`src/rtl/ysyx_24070014_ifu.sv`:
```
// Instruction fetch unit: owns the PC, issues one word fetch at a time and hands
// each instruction downstream; redirects from execute discard in-flight work.
module ysyx_24070014_ifu #(
  parameter int                    ADDR_LEN = 32,
  parameter int                    INST_LEN = 32,
  parameter logic [ADDR_LEN-1:0]   INIT_PC  = 32'h80000000
) (
  input  logic                clk,
  input  logic                reset,
  output logic                imem_req_valid,
  input  logic                imem_req_ready,
  output logic [ADDR_LEN-1:0] imem_req_addr,
  input  logic                imem_resp_valid,
  input  logic [INST_LEN-1:0] imem_resp_data,
  output logic                inst_valid,
  input  logic                inst_ready,
  output logic [INST_LEN-1:0] inst,
  output logic [ADDR_LEN-1:0] inst_pc,
  output logic [ADDR_LEN-1:0] inst_pc_plus_4,
  input  logic                redirect_valid,
  input  logic [ADDR_LEN-1:0] redirect_pc,
  output logic                misaligned_redirect,
  output logic [31:0]         fetch_count
);

  typedef enum logic [2:0] {
    S_IDLE,
    S_REQ,
    S_WAIT,
    S_HOLD,
    S_DROP
  } state_t;

  state_t              state, state_n;
  logic [ADDR_LEN-1:0] pc, pc_n;
  logic [INST_LEN-1:0] inst_q, inst_q_n;
  logic [31:0]         cnt_n;
  logic                mis_n;

  always_ff @(posedge clk or posedge reset) begin
    if (reset) begin
      state               <= S_IDLE;
      pc                  <= INIT_PC;
      inst_q              <= '0;
      fetch_count         <= '0;
      misaligned_redirect <= 1'b0;
    end else begin
      state               <= state_n;
      pc                  <= pc_n;
      inst_q              <= inst_q_n;
      fetch_count         <= cnt_n;
      misaligned_redirect <= mis_n;
    end
  end

  always_comb begin
    state_n  = state;
    pc_n     = pc;
    inst_q_n = inst_q;
    cnt_n    = fetch_count;
    mis_n    = misaligned_redirect;
    case (state)
      S_IDLE: state_n = S_REQ;
      S_REQ: begin
        if (imem_req_ready) state_n = redirect_valid ? S_DROP : S_WAIT;
      end
      S_WAIT: begin
        if (imem_resp_valid) begin
          if (redirect_valid) begin
            state_n = S_REQ;
          end else begin
            state_n  = S_HOLD;
            inst_q_n = imem_resp_data;
          end
        end else if (redirect_valid) begin
          state_n = S_DROP;
        end
      end
      S_HOLD: begin
        // a handshake coinciding with a redirect still counts as consumed
        if (inst_ready) begin
          cnt_n   = fetch_count + 32'd1;
          pc_n    = pc + ADDR_LEN'(4);
          state_n = S_REQ;
        end
        if (redirect_valid) state_n = S_REQ;
      end
      S_DROP: begin
        // the stale response closes the outstanding request even if a new
        // redirect lands in the same cycle; only the pc is updated then
        if (imem_resp_valid) state_n = S_REQ;
      end
      default: state_n = S_IDLE;
    endcase
    if (redirect_valid) begin
      pc_n = {redirect_pc[ADDR_LEN-1:2], 2'b00};
      if (redirect_pc[1:0] != 2'b00) mis_n = 1'b1;
    end
  end

  assign imem_req_valid = (state == S_REQ);
  assign imem_req_addr  = pc;
  assign inst_valid     = (state == S_HOLD);
  assign inst           = inst_q;
  assign inst_pc        = pc;
  assign inst_pc_plus_4 = pc + ADDR_LEN'(4);

endmodule

```
`config.mk`:
```
export PLATFORM = sky130hd
export DESIGN_NAME = ysyx_24070014_ifu
export DESIGN_NICKNAME = d
export VERILOG_FILES = /design/src/rtl/ysyx_24070014_ifu.sv
export SDC_FILE = /design/constraint.sdc
export NUM_CORES = 1
export LEC_CHECK = 0
export ABC_AREA = 1
export BUFFER_PORTS_ARGS = -buffer_cell sky130_fd_sc_hd__clkbuf_2
export CELL_PAD_IN_SITES_DETAIL_PLACEMENT = 0
export CELL_PAD_IN_SITES_GLOBAL_PLACEMENT = 1
export CORE_MARGIN = 8
export CORE_UTILIZATION = 34
export CTS_BUF_LIST = sky130_fd_sc_hd__clkbuf_8
export CTS_CLUSTER_SIZE = 25
export DETAILED_ROUTE_END_ITERATION = 10
export GPL_TIMING_DRIVEN = 0
export PLACE_DENSITY = 0.84
export SYNTH_ARGS = -nofsm -noshare
export SYNTH_HDL_FRONTEND = slang
export SYNTH_SLANG_ARGS = --single-unit
```
`constraint.sdc`:
```
create_clock -name clk -period 3.05 [get_ports clk]
set_input_delay 0.1525 -clock clk [delete_from_list [all_inputs] [get_ports clk]]
set_output_delay 0.1525 -clock clk [all_outputs]
set_load 0.05 [all_outputs]
```
==> flow_summary.yaml <==
synthesis:
  synthTopCellsByArea: "dfrtp_1 (41%), nand2_1 (26%), nor2_1 (6.2%)"
  synth_common_cells: "nand2_1 (413), dfrtp_1 (97), nor2_1 (97), inv_1 (87), nand3_1 (38)"
  synth-xor-area-share_pct: 4.617
  synth_compound_area_share_pct: 2.766
  synthCells: 875
  muxShareOfSynthArea_pct: 0
  synth_top_flop_cell: "dfrtp_1"
  synth_top_area_cell: "dfrtp_1"
  avgSynthCellArea_um2: 6.721
  synthArstFlopShare_pct: 100.0
  yosys.area_share.simple_pct: 39.02
  synth_cell_types: 30
  synth_most_common_cell: "nand2_1"
  synthAdderAreaFrac_pct: 0.4255
  ys_seq_area_share_pct: 41.72
  synth_top_family_by_area: "simple AND/OR/NAND/NOR gates"
  ys_seq_elements: 98
  ys.warnings.count: 0
  yosys.area.top_type_share_pct: 41.28
  syn_area_um2: 5881
  synth_edf_count: 0
floorplanning:
  start_util_pct: 34.36
  die-area_um2: 21760
  die_h_um: 147.5
  ios: 233
  core-area_um2: 17120
  num_rows: 48
  die_x_um: 147.5
power:
  power_density_nw_per_um2: 718.1
  finalPower_mw: 5.721
  power.leakage_nw: 4.388
  max-vdd-ir-drop_mv: 0.5074
placed_design:
  dp_hpwl_mm: 15.53
  portBuffers: 225
  gp_congestion: 0.8620
clock_network:
  cts-resized-gates: 0
  clkLatencyLatePin_ns: 0.39
  cts_made_buffers: 9
  tritoncts: "done"
  htree_num_levels: 3
  post-cts-setup-buffers: 0
  clock_path_buffers: 2
  ctsRootBufferMaster: "clkbuf_8"
  cts_hold_buf: 43
  cts_sinks: 98
  path_clk_slew_ns: 0.11
timing:
  slew-limit-headroom_pct: 52.26
  setup_tns_ns: 0
  hold_violations: 0
  worstMarginPinSlew_ns: 0.7160
  max_freq_mhz: 369.8
  rsz0062_at_grt: "no"
  fin_crit_sh_pct: 88.67
  slew_violations: 0
  setup_viol_count_final: 0
  period_needed_ns: 2.704
  skew_ns: 0.02002
drt:
  vias_per_cell: 4.418
  drtIter0Drc: 291
  first_pass_iters: 4
  dr_total_vias: 6141
  ant_nets: 0
  wl_per_cell_um: 14.31
  wirelength_mm: 19.89
  drcViolationCount: 0
cells_and_area:
  fillCellCount: 1793
  n_antenna_cell: 0
  area_delta_synth_final_pct: 35.49
  drive_gt1_share_pct: 25.32
  finalNetCount: 1232
worst_hold_path:
  holdCritPathClass: "input pin to flip-flop"
global_routing:
  grt_pass1_wl_mm: 32.12
  grt_pass1_vias: 6047
  antenna_found_initial: 0
  overflow: 0
  grt_max_degree: 56
  grt_use_total_pct: 18.33
critical_path:
  critPathRequiredTime_ns: 2.90
  critPathMaxFanout: 5
  cp.arrival_ns: 2.55
  end_kind: "output port"
  critPathKind: "flip-flop to output port"
  startpoint_type: "flip-flop"
run:
  maxCapViolCount: 0
run_status:
  status: "finished clean"
## routing by layer
layer  part of all wire (%)  vias to the layer above  track usage, %  wire length [um]
li1                       -                     3170               -                 -
met1                     43                     2771           22.44              8499
met2                     49                      178           31.19              9833
met3                    6.2                       22           4.647              1231
met4                    1.6                        0           5.354               320
met5                      0                        -               0                 0
## worst paths after layout
path,startpoint,to,slack [ns],cells past startpoint
worst max-delay path,imem_req_addr[2],inst_pc_plus_4[22],0.35,9
worst min-delay path,redirect_pc[13],imem_req_addr[13],0.04,5
worst max register to register,imem_req_addr[2],imem_req_addr[26],1.02,10
worst min register to register,inst[30],inst[30],0.48,2
max in group asynchronous,reset,imem_req_addr[31],1.85,4
min in group asynchronous,reset,fetch_count[4],0.44,3
## power breakdown
part	switching, mW	internal (mW)
clock	0.549	0.344
sequential	0.290	1.60
combinational	2.28	0.666
total	3.12	2.61
## critical path: stages (launching register included)
cell and delay (ns):
dfrtp_1 0.50, ha_1 0.25, inv_1 0.05, nor2_1 0.21, nand2_1 0.16, nor2_1 0.41, nand2_1 0.09, nand2_1 0.09
and2_1 0.12, clkbuf_2 0.28
## cell type report
type | count | area [um2] | area share [%]
buffer | 52 | 335.3 | 4.209
clock buffer | 10 | 137.6 | 1.727
clock inverter | 6 | 62.56 | 0.7852
inverter | 89 | 336.6 | 4.224
multi-input combinational | 641 | 2776 | 34.85
sequential | 98 | 2454 | 30.79
tap | 225 | 281.5 | 3.533
timing repair buffer | 269 | 1584 | 19.88
## cells by family after synthesis
kind of cell	after synthesis
other	1
and+or+nand+nor	573
DFF	98
adders and majority gates	2
AOI/OAI and AO/OA	29
xor gates and xnor gates	31
buffers and inverters	141
## through the flow
stage	setup WS (ns)	area [um2]	util, %	hold WS (ns)	cells
detailed placement	0.8110	7337	42.87	0.3262	1331
global placement	-1.109	7307	42.69	0.3529	1330
floorplan	0.3371	5899	-	0.2692	880
global route	0.1851	7968	46.55	0.02749	1390
CTS	0.3496	7968	46.55	0.009403	1390
finish	0.3456	7968	46.55	0.03508	1390
## cells in the final DEF (no fill, tap or decap), types with 2 or more instances in the layout
cell,netlist,layout
nand3_1,38,38
nand2_2,2,2
nand4_1,5,5
nor3_1,3,3
inv_1,87,86
nand2_1,413,413
o21ai_0,18,18
xnor2_1,8,8
clkbuf_2,0,225
nor2_2,3,3
inv_2,2,2
inv_6,0,4
o21bai_1,2,2
buf_4,36,36
buf_2,4,4
nand3b_1,3,3
dfrtp_1,97,97
o211ai_1,4,4
clkbuf_8,0,10
dlygate4sd3_1,0,43
a21oi_1,3,3
ha_1,2,2
and2_1,5,5
xor2_1,23,23
clkbuf_1,12,12
conb_1,1,6
nor2_1,97,97
## sequential cells by signal, indices dropped and copies added, names as in the netlist
name                 flops
fetch_count             32
imem_req_addr           30
inst                    32
misaligned_redirect      1
state                    3
Note: power is estimated with default switching activity, not from simulation.
